### config.mk
export PLATFORM = sky130hd
export DESIGN_NAME = topk_merge_sched
export DESIGN_NICKNAME = d
export VERILOG_FILES = /design/src/rtl/topk_pkg.sv /design/src/rtl/topk_merge_sched.sv
export SDC_FILE = /design/constraint.sdc
export NUM_CORES = 1
export LEC_CHECK = 0
export CELL_PAD_IN_SITES_DETAIL_PLACEMENT = 1
export CELL_PAD_IN_SITES_GLOBAL_PLACEMENT = 2
export CORE_AREA = 2 2 257 259
export CTS_BUF_LIST = sky130_fd_sc_hd__clkbuf_8
export CTS_CLUSTER_SIZE = 24
export DETAILED_ROUTE_END_ITERATION = 6
export DIE_AREA = 0 0 259 261
export HOLD_SLACK_MARGIN = 0.06
export PLACE_DENSITY = 0.88
export SLEW_MARGIN = 15
export SYNTH_ARGS = -nofsm -noshare
export SYNTH_HDL_FRONTEND = slang
export SYNTH_SLANG_ARGS = --single-unit
### constraint.sdc
create_clock -name clk -period 3 [get_ports clk]
set_input_delay 0.6 -clock clk [delete_from_list [all_inputs] [get_ports clk]]
set_output_delay 0.6 -clock clk [all_outputs]
set_load 0.01 [all_outputs]
### src/rtl/topk_pkg.sv
// Shared types and constants for the streaming top-K merge sequencer.
// Lane i of a K*W bus occupies bits [i*W +: W]; lane 0 is the first list element.
package topk_pkg;

  localparam int unsigned KDef = 8;
  localparam int unsigned WDef = 16;

  localparam logic [WDef-1:0] MinVal = {1'b1, {(WDef-1){1'b0}}};

  typedef enum logic [1:0] {
    StIdle = 2'd0,
    StWait = 2'd1,
    StEmit = 2'd2
  } state_e;

  function automatic logic [WDef-1:0] get_lane(input logic [KDef*WDef-1:0] bus,
                                               input int unsigned idx);
    return bus[idx*WDef +: WDef];
  endfunction

  function automatic logic [KDef*WDef-1:0] put_lane(input logic [KDef*WDef-1:0] bus,
                                                    input int unsigned idx,
                                                    input logic [WDef-1:0] val);
    logic [KDef*WDef-1:0] res;
    res = bus;
    res[idx*WDef +: WDef] = val;
    return res;
  endfunction

endpackage

### src/rtl/topk_merge_sched.sv
// Sequences one chunk at a time through an external max-K/bitonic merge unit and
// keeps the running top-K list; presents the frame result on a valid/ready port.
module topk_merge_sched
  import topk_pkg::*;
#(
  parameter int unsigned K         = KDef,
  parameter int unsigned W         = WDef,
  parameter int unsigned MERGE_LAT = 4
) (
  input  logic           clk,
  input  logic           rst,
  input  logic           in_valid,
  output logic           in_ready,
  input  logic [K*W-1:0] in_data,
  input  logic           in_last,
  output logic [K*W-1:0] m_asc,
  output logic [K*W-1:0] m_desc,
  input  logic [K*W-1:0] m_out,
  output logic           out_valid,
  input  logic           out_ready,
  output logic [K*W-1:0] out_data,
  output logic [15:0]    out_count,
  output logic           busy
);

  localparam int unsigned   CntW    = $clog2(MERGE_LAT + 1);
  localparam logic [W-1:0]   LaneMin = {1'b1, {(W-1){1'b0}}};
  localparam logic [K*W-1:0] ListMin = {K{LaneMin}};

  state_e           state_q, state_d;
  logic [K*W-1:0]   chunk_q, chunk_d;
  logic [K*W-1:0]   run_q, run_d;
  logic [K*W-1:0]   res_q, res_d;
  logic [CntW-1:0]  wait_q, wait_d;
  logic             last_q, last_d;
  logic [15:0]      cnt_q, cnt_d;

  always_comb begin
    state_d   = state_q;
    chunk_d   = chunk_q;
    run_d     = run_q;
    res_d     = res_q;
    wait_d    = wait_q;
    last_d    = last_q;
    cnt_d     = cnt_q;
    in_ready  = 1'b0;
    out_valid = 1'b0;
    busy      = 1'b1;

    unique case (state_q)
      StIdle: begin
        in_ready = 1'b1;
        busy     = 1'b0;
        if (in_valid) begin
          chunk_d = in_data;
          last_d  = in_last;
          wait_d  = CntW'(MERGE_LAT);
          if (cnt_q != 16'hFFFF) begin
            cnt_d = cnt_q + 16'd1;
          end
          state_d = StWait;
        end
      end
      StWait: begin
        // Inputs to the merge unit stay frozen; sample its output once it has settled.
        if (wait_q == '0) begin
          run_d = m_out;
          if (last_q) begin
            res_d   = m_out;
            state_d = StEmit;
          end else begin
            state_d = StIdle;
          end
        end else begin
          wait_d = wait_q - CntW'(1);
        end
      end
      StEmit: begin
        out_valid = 1'b1;
        if (out_ready) begin
          run_d   = ListMin;
          cnt_d   = '0;
          state_d = StIdle;
        end
      end
      default: state_d = StIdle;
    endcase
  end

  always_ff @(posedge clk) begin
    if (!rst) begin
      state_q <= StIdle;
      chunk_q <= '0;
      run_q   <= ListMin;
      res_q   <= '0;
      wait_q  <= '0;
      last_q  <= 1'b0;
      cnt_q   <= '0;
    end else begin
      state_q <= state_d;
      chunk_q <= chunk_d;
      run_q   <= run_d;
      res_q   <= res_d;
      wait_q  <= wait_d;
      last_q  <= last_d;
      cnt_q   <= cnt_d;
    end
  end

  assign m_asc     = chunk_q;
  assign m_desc    = run_q;
  assign out_data  = res_q;
  assign out_count = cnt_q;

endmodule

[After elaboration in Yosys (flattened, before gate mapping)]
Index checks and enable logic that the tools add are counted.
Operators by class
  add/subtract/negate cells: 2
  equality and inequality tests: 8
  mux-type cells: 18
  reductions and logical operators: 11
Operators by type and width (count)
  128-bit two-way mux: 2
  128-bit case mux with 2 select lines: 1
  16-bit two-way mux: 3
  16-bit case mux with 2 select lines: 1
  16-bit by 1-bit adder with 16-bit output (second input constant): 1
  16-bit inequality test (second input constant): 1
  3-bit AND reduction: 4
  2-bit inequality test (second input constant): 5
  2-bit two-way mux: 4
  3-bit two-way mux: 2
  2-bit case mux with 3 select lines: 1
  3-bit case mux with 2 select lines: 1
  2-bit nonzero test: 3
  4-bit AND reduction: 1
  3-bit zero test: 1
  1-bit two-way mux: 3
  3-bit by 1-bit subtractor with 3-bit output (second input constant): 1
  2-bit by 1-bit == test with 1-bit output (second input constant): 1
  2-bit == test (second input constant): 1
  2-bit zero test: 1
  2-bit AND reduction: 1
Word-level totals
  register bits after elaboration: 406
  bits of input ports: 261
  logic and storage cells: 46

[Longest topological paths before layout]
Gate-level depths: netlist of the first run.
  depth in word-level cells: 4
  gate-level depth with buffers: 9
  gate-level depth less buffers: 6

[Least setup slack after synthesis of the first run]
OpenSTA, ideal clock, no wires.
  kind: input to register
  from: input port rst
  to: register run_q[100] (netlist: m_desc[100])
  data arrival time: 1.694 ns
  data required time: 2.872 ns
  setup slack: 1.178 ns
  cell stages on the path: 6
  cell sequence: clkbuf_1 -> inv_1 -> clkbuf_1 -> clkbuf_1 -> clkbuf_1 -> nor2_1
RTL lines
  start, declared: RTL line topk_merge_sched.sv:11  | input logic rst,
  end signal, assigned: RTL line topk_merge_sched.sv:94  | run_q <= ListMin;
  end signal, assigned: RTL line topk_merge_sched.sv:102  | run_q <= run_d;
  end, declared: RTL line topk_merge_sched.sv:32  | logic [K*W-1:0] run_q, run_d;
No word-level cell between the ends.

[Worst setup path after layout of the first run]
  from: register state_q[0]
  to: output port out_valid
Between the ends
  longest elaborated chain between the ends: 2
RTL lines
  start, declared: RTL line topk_merge_sched.sv:30  | state_e state_q, state_d;
  start signal, assigned: RTL line topk_merge_sched.sv:92  | state_q <= StIdle;
  start signal, assigned: RTL line topk_merge_sched.sv:100  | state_q <= state_d;
  2-bit == test: RTL line topk_merge_sched.sv:50  | unique case (state_q)
  1-bit two-way mux: RTL line topk_merge_sched.sv:50
  end, declared: RTL line topk_merge_sched.sv:19  | output logic out_valid,
Every way passes these cells.

==> results of run 1 <==
logic make-up after synthesis:
| kind of cell | synth area share [%] |
|---|---|
| AOI/OAI and AO/OA | 18.2 |
| buffers and inverters | 4.63 |
| xor gates and xnor gates | 0.0616 |
| adders and majority gates | 0.264 |
| and+or+nand+nor | 19.7 |
| DFF | 57.2 |
Yosys cell counts, drive strengths merged (3+ instances only):
cell / count
or4: 6
a21oi: 269
ha: 3
nand2b: 4
and4: 4
o21ai: 7
o311ai: 4
clkbuf: 72
nand3b: 3
inv: 6
buf: 66
a31oi: 3
o41ai: 3
nor2: 123
o22ai: 8
o211ai: 4
nand2: 533
nand3: 6
a21o: 3
dfxtp: 406
nand4: 9
a22oi: 120
o31ai: 3
a211oi: 4
power groups by stage:
stage / registers, W / clock network (W) / logic [W]
2_1_floorplan: 0.00598 / 0 / 0.000593
3_3_place_gp: 0.00587 / 0 / 0.00180
3_5_place_dp: 0.00589 / 0 / 0.00185
4_1_cts: 0.00578 / 0.00562 / 0.00186
5_1_grt: 0.00580 / 0.00588 / 0.00197
6_report: 0.00578 / 0.00541 / 0.00183
flip-flops by register name (all words and copies together), names as in the netlist:
signal,count
out_count,16
m_asc,128
out_data,128
state_q,2
last_q,1
m_desc,128
wait_q,3
critical path, stage by stage (launching register included):
cell and delay [ns]:
sky130_fd_sc_hd__dfxtp_1 0.40, sky130_fd_sc_hd__nand2b_2 0.32, sky130_fd_sc_hd__inv_2 0.25, sky130_fd_sc_hd__clkdlybuf4s50_1 0.62
worst paths after layout:
| check | start | to | slack, ns | depth (start not counted) |
|---|---|---|---|---|
| setup / recovery | state_q[0]$_SDFFE_PN0P_ | out_valid | 0.18 | 3 |
| hold / removal | m_asc[0]$_SDFFE_PN0P_ | m_asc[0]$_SDFFE_PN0P_ | 0.45 | 2 |
| setup reg to reg | wait_q[0]$_SDFFE_PN0P_ | m_desc[52]$_SDFFE_PN0P_ | 0.80 | 6 |
| hold reg to reg | m_asc[0]$_SDFFE_PN0P_ | m_asc[0]$_SDFFE_PN0P_ | 0.45 | 2 |
timing repair:
item	CTS	global route
gates resized for setup	2	0
hold endpoints to repair	0	0
setup endpoints to repair	1	0
layer usage:
metal,part of all wire (%),track usage [%],vias up
li1,-,-,6983
met1,40,20.1,7297
met2,51,30.9,497
met3,6.1,4.92,135
met4,3.6,7.76,0
met5,0,0,-
layout make-up:
cell class                      count  area share (%)
Timing Repair Buffer              700            30.3
Antenna cell                        8          0.0858
Tap cell                          864            4.63
Inverter                            6           0.129
Sequential cell                   406            34.8
Multi-Input combinational cell   1143            23.5
Clock buffer                       91            5.37
Clock inverter                     44            1.15
stage by stage:
step	area, um^2	hold WS [ns]	std cells	power, W
floorplan	14200	0.444	1693	0.00657
global placement	21800	0.441	3119	0.00767
detailed placement	21800	0.447	3119	0.00774
CTS	23300	0.396	3254	0.0133
global route	23300	0.438	3260	0.0137
finish	23300	0.453	3262	0.0130
==> summary by stage, run 1 <==
Global routing
The maximum number of pins on one net before global-route repair is 80. The number of antenna violations at the first check in global routing is 7. The number of global-route vias before repair is 15800. For this run the aggregate overflow at the end of global routing stands at 0. Global routing used 17.7% of the available tracks across all layers. The first global-routing pass estimated 93.5 mm of wire.

Timing
The maximum achievable frequency is 354 MHz. The slew at the pin with the worst max-slew slack is 0.931 ns. The final critical path takes up 94.1% of the cycle. The final setup skew is 0.0473 ns. The max-slew violation total from the final report is 0. The final hold violation count was 0. Counting I/O delays and the setup requirement, the final critical path takes 2.82 ns. The setup violation total in the final timing report is 0. The worst path meets setup with 0.176 ns of slack. Setup repair after global routing left no endpoint under its margin. The aggregate negative setup slack is 0 ns. In this run the tightest slew margin relative to its limit is 38.0%.

Final layout
Leaving out fill and tap cells, the most frequent cell in the layout is sky130_fd_sc_hd__clkdlybuf4s50_1. The final core utilization is 35.9%. The filler cells instantiated in the layout total 7601.

After the last flow step, the layout net total stands at 2597. The area of the multi-input gates is 5470 um^2. The layout cell share with drive strength beyond 1 is 6.49%. The growth of design area from synthesis to finish is 64.1%. The library cells used most frequently in the layout, excluding fill and tap cells, are 663 x sky130_fd_sc_hd__clkdlybuf4s50_1, 531 x sky130_fd_sc_hd__nand2_1, 405 x sky130_fd_sc_hd__dfxtp_1, 268 x sky130_fd_sc_hd__a21oi_1, 123 x sky130_fd_sc_hd__nor2_1. The sequential cell area in the final layout is 8130 um^2.

Route
In the final routed layout, each cell accounts on average for 19.3 um. The initial detailed-routing violation count is 735. Summing over every cut layer, the via total after detailed routing is 14900.

In the routed design, unresolved DRC markers number 0. The length of the first detailed-routing pass in iterations is 5. The via-per-instance ratio is 4.57. The detail route stage leaves a number of antenna-violating nets equal to 0. The routed design has 63.0 mm of wire.

Floorplanning
For this design the top-level I/O count stands at 664. The die is 259 um wide. The height of the die is 261 um. The standard-cell row count is 94. Once the floorplan was initialized, standard cells occupied 21.9% of the core.

The full die area is 67600 um^2. The floorplan step defined a core boundary enclosing 65000 um^2.

CTS
The number of clock sinks is 406. CTS built an H-tree with a depth of 3. In this run the clock root is driven by a sky130_fd_sc_hd__clkbuf_8.

In this run the deepest clock path goes through 3 buffers. The clock reaches the later pin of the worst-skew pair after 0.66 ns. The setup fix buffers added after clock tree synthesis is 0. TritonCTS built the clock tree. Clock-pin slew was measured on the worst setup and hold paths at 0.05 ns. In this run, post-CTS hold repair placed 0 buffers.

The clock buffer count from CTS is 76.

Yosys
The post-synthesis cell type count is 48. The average cell area after synthesis is 8.40 um^2. The cell count after synthesis came out at 1693.

Counting flops with an async set or reset pin after synthesis yields a share of 0%. When the netlist entered floorplanning its net count stood at 1957. The biggest area consumer among synthesized cells is sky130_fd_sc_hd__dfxtp_1. The number of enable flip-flop cells after synthesis is 0. In the synthesized netlist the dominant register cell turns out to be sky130_fd_sc_hd__dfxtp_1. The share of Yosys cell area claimed by the top area cell type is 57.2%. The sequential-to-total area share from yosys stat is 57.2%. The number of synthesized register bits is 406.

The count of warnings emitted by yosys is 0. In this run the cell area of the synthesized design comes to 14200 um^2. After synthesis, the cell types taking the most area are sky130_fd_sc_hd__dfxtp_1 57%, sky130_fd_sc_hd__nand2_1 14%, sky130_fd_sc_hd__a21oi_1 9.4%, sky130_fd_sc_hd__a22oi_1 6.3%, sky130_fd_sc_hd__nor2_1 3.2%.

Outcome
The run finished with clean final reports.

Power
The switching portion of total power is 27.0%. For this design the ratio of total power to cell area is 558 nW/um^2. The fraction of power consumed by combinational cells is 14.1%. The net switching power is 0.00351 W. The largest voltage drop on the vdd net is 0.290 mV. The sequential group share of total power is 44.4%. The clock network fraction of total power is 41.6%. In this run the static leakage power is 8.27 nW. The internal power of the cells totals 0.00951 W.

Critical path
The largest driver fanout on the critical path is 10. The startpoint kind of the worst setup timing path is a flop. For the worst setup path, the data arrival time is 2.22 ns. The worst setup path is captured at an output pin. Data on the critical path is required at its endpoint by 2.40 ns.

The critical path class is reg -> out.

Placed design
Once detailed placement completed, the half-perimeter wirelength came to 45.2 mm. OpenSTA, run right after detailed placement, puts the worst setup slack at 0.493 ns. The count of buffers added on input and output ports is 663. At the end of routability-driven placement, the weighted congestion stood at 0.891.

Min path
The path type of the worst min-delay path is reg -> reg.

Run
The max-cap check violation count is 0.
Power figures use the tool's default switching activity.
==> run 2, diff against run 1 <==
ABC_AREA = 1   (was default)
CORE_AREA = 2 2 261 263   (was 2 2 257 259)
DIE_AREA = 0 0 263 265   (was 0 0 259 261)
PLACE_DENSITY = 0.8   (was 0.88)
==> run 2 against run 1 <==
  * Sequential power is 3% higher
  * Utilization is 0.43 points lower
  * Clock skew is 0.0047 ns lower
  * Critical path type unchanged
  * Critical endpoint unchanged
==> summary by stage, run 2 <==
CTS
The maximum count of clock buffers along a single path is 3. The deepest level of the CTS H-tree is 3. For this design, the sink count on the clock tree is 406. After clock tree synthesis, the clock-pin slew on the worst setup and hold paths is 0.05 ns. The clock buffer count from CTS is 77. In this run, post-CTS repair resized a total of 0 instances.

In this run the clock root is driven by a sky130_fd_sc_hd__clkbuf_8. The number of hold buffers added after CTS was 0. Post-CTS timing repair inserted 0 buffers for setup.

At the later pin of the worst-skew pair, clock insertion delay measures 0.67 ns. The clock tree from TritonCTS is built.

Yosys
The synthesized design contains 0 enable-type register cells. Each instance of the synthesized netlist takes up on average 7.75 um^2. After synthesis, the cell types taking the most area are sky130_fd_sc_hd__dfxtp_1 55%, sky130_fd_sc_hd__nor2_1 14%, sky130_fd_sc_hd__o21ai_1 7.3%, sky130_fd_sc_hd__nand2_1 4.9%, sky130_fd_sc_hd__nand3_1 4.6%. The synthesized netlist net count is 2159.

In this run, synthesis produced a sequential element count of 406. The synthesized area is 14700 um^2. The cell with the most instances after synthesis is sky130_fd_sc_hd__nor2_1. Counting flops with an async set or reset pin after synthesis yields a share of 0%.

Of the synthesized area, sequential elements account for 55.4%. The post-synthesis cell type count is 27. The synthesized design spends more area on one cell type than any other, namely sky130_fd_sc_hd__dfxtp_1. The count of warnings emitted by yosys is 0.

For this run, the leading register cell type out of synthesis is sky130_fd_sc_hd__dfxtp_1. Of the post-synthesis cell area, the dominant cell type holds 55.4%. The synthesized instance count is 1895. Ranked by instance count, the synthesized netlist is headed by 549 x sky130_fd_sc_hd__nor2_1, 406 x sky130_fd_sc_hd__dfxtp_1, 214 x sky130_fd_sc_hd__o21ai_1, 192 x sky130_fd_sc_hd__nand2_1, 136 x sky130_fd_sc_hd__nand3_1.

Timing
Static timing analysis puts the maximum clock frequency at 384 MHz. The final hold violation count came to 0. The max-slew violation total from the final report is 0. Setup violations remaining at the end of the flow were counted as 0.

Dividing the final minimum period by the clock period gives 86.8%. The worst relative slew slack is 44.1%. The final setup skew is 0.0426 ns.

For the final routed database, the setup TNS stands at 0 ns. For the finished layout, the period the worst path requires is 2.60 ns. Setup repair after global routing left no endpoint under its margin. At the pin with the least slew margin, the transition time is 0.839 ns.

Placed design
The congestion estimate from routability-driven global placement came to 0.828. After detailed placement, the design holds a cell count of 3314. The HPWL after detailed placement is 47.2 mm. The quantity of I/O buffers inserted on ports is 663.

Route
The residual antenna-violating net count after detailed routing is 0. The total wire length after detailed routing is 66.9 mm. Before antenna repair, the detailed router went through 4 iterations.

In the final routed layout, each cell accounts on average for 19.4 um. The count of vias placed by the detailed router is 15500. For this run, design rule violations remaining after detail routing come to 0. Using the TritonRoute via totals, the vias-per-cell ratio works out to 4.48. After the first detailed-routing iteration, the DRC count stood at 614.

Global routing
The wire length of the first global-routing pass is 99.3 mm. The number of global-route vias before repair is 16200. The number of antenna violations at the first check in global routing is 11. For this run the aggregate overflow at the end of global routing stands at 0.

Entering global routing, the biggest net connects 121 pins. Global routing used 18.5% of the available tracks.

Critical path
The number of buffer and inverter stages on the critical path is 2. The depth of the worst register-to-register path is 9. The largest single stage delay on the critical path is 0.66 ns. The slowest stage of the critical path belongs to the cell sky130_fd_sc_hd__clkdlybuf4s50_1. The family with the most delay on the worst path is buffers and inverters. The worst setup path is of the reg -> out kind. The slack of the worst reg-to-reg path is 0.77 ns. The largest driver fanout on the critical path is 10. The arrival time of the worst setup path is 2.00 ns. The worst endpoint required time is 2.40 ns. The worst setup path is launched from a flop. The startpoint identified for the worst register-to-register timing path is wait_q[0]$_SDFFE_PN0P_. Traced cell by cell, the critical path runs through inv_2, nor2_4, clkdlybuf4s50_1.

The critical path endpoint category is an output pin. The worst register-to-register path ends at m_desc[95]$_SDFFE_PN1P_.

Floorplanning
The standard cell core area is 66800 um^2. The full die area is 69700 um^2. The standard-cell row count is 95.

The height of the die is 265 um. The starting density of the core is 22.0%. The top-level I/O count is 664. The die is 263 um wide.

Min path
The worst hold path begins at wait_q[0]$_SDFFE_PN0P_. Counting instances, the worst hold path has a depth of 1. The capture endpoint of the worst hold path is wait_q[0]$_SDFFE_PN0P_. The tightest min-delay check is of the reg -> reg type.

Final layout
Leaving out fill and tap cells, the most frequent cell in the layout is sky130_fd_sc_hd__clkdlybuf4s50_1. For this run, the share of the core covered by cells in the final layout is 35.4%. The growth of design area from synthesis to finish is 61.2%.

In the final layout, the share of cells above drive strength 1 is 6.26%. The count of non-filler cells in the finished layout is 3453. The top cell types in the final layout, fill and taps aside, are 662 x sky130_fd_sc_hd__clkdlybuf4s50_1, 549 x sky130_fd_sc_hd__nor2_1, 406 x sky130_fd_sc_hd__dfxtp_1, 214 x sky130_fd_sc_hd__o21ai_1, 192 x sky130_fd_sc_hd__nand2_1. The post-layout net count is 2784.

Power
The power after layout is 0.0139 W. The largest voltage drop on the vdd net is 0.290 mV. Dividing total power by cell area gives a power density of 588 nW/um^2. The static leakage is 8.71 nW.

Run
Across the run, the number of max-cap violations was 0.

Outcome
The run finished with clean final reports.
[run 2: cell types whose count changed in the layout (fill, tap and decap cells not counted), moves of 12 or more]
cell | previous run | this run
sky130_fd_sc_hd__a21oi_1 | 268 | 132
sky130_fd_sc_hd__a22oi_1 | 120 | 0
sky130_fd_sc_hd__inv_1 | 34 | 46
sky130_fd_sc_hd__nand2_1 | 531 | 192
sky130_fd_sc_hd__nand3_1 | 6 | 136
sky130_fd_sc_hd__nor2_1 | 123 | 549
sky130_fd_sc_hd__o21ai_0 | 5 | 53
sky130_fd_sc_hd__o21ai_1 | 2 | 214
[run 2: where the power goes]
group	switching [W]	internal [W]
clock network	0.00253	0.00308
logic	0.00119	0.00117
registers	0.000200	0.00574
[run 2: logic make-up (layout without fill, tap and decap cells)]
logic type / after synthesis / after routing / synth area share, %
buf+inv: 180 / 856 / 5.61
fa+ha+maj: 3 / 3 / 0.256
simple gates: 897 / 897 / 24.7
flops: 406 / 406 / 55.4
other cells: 0 / 9 / 0
compound gates: 409 / 409 / 14.0
[run 2: per-layer routing]
metal  wire length (um)  vias to the layer above  track usage (%)
li1                   -                     7448                -
met1              25900                     7306             19.9
met2              32100                      590             31.8
met3               6440                      129             7.41
met4               2420                        4             8.63
met5                 31                        -                0
[run 2: worst max-delay path by stage]
stage,startpoint,end,slack (ns),cells past startpoint
after detailed placement,in_valid,m_asc[4]$_SDFFE_PN0P_,0.64,6
after floorplan,out_count[0]$_SDFFE_PN0P_,out_count[14]$_SDFFE_PN0P_,1.46,9
final,state_q[1]$_SDFFE_PN0P_,out_valid,0.40,3
after CTS,state_q[1]$_SDFFE_PN0P_,out_valid,0.33,3
after global routing,state_q[1]$_SDFFE_PN0P_,out_valid,0.29,3
after global placement,in_valid,m_asc[63]$_SDFFE_PN0P_,0.71,6
[run 2: area by class of cell]
cell class,count,area (um^2)
inverter,38,153
fill,7929,43100
clock inverter,34,250
tap,873,1090
timing repair buffer,688,6950
multi-input combinational,1309,5760
clock buffer,96,1320
sequential,406,8130
antenna,9,22.5
[run 2: stage by stage]
stage               cell area (um^2)  setup slack, ns  hold WS (ns)
floorplan                      14700             1.46         0.422
global placement               22100            0.714         0.437
detailed placement             22100            0.642         0.454
CTS                            23700            0.326         0.439
global route                   23700            0.288         0.493
finish                         23700            0.396         0.461
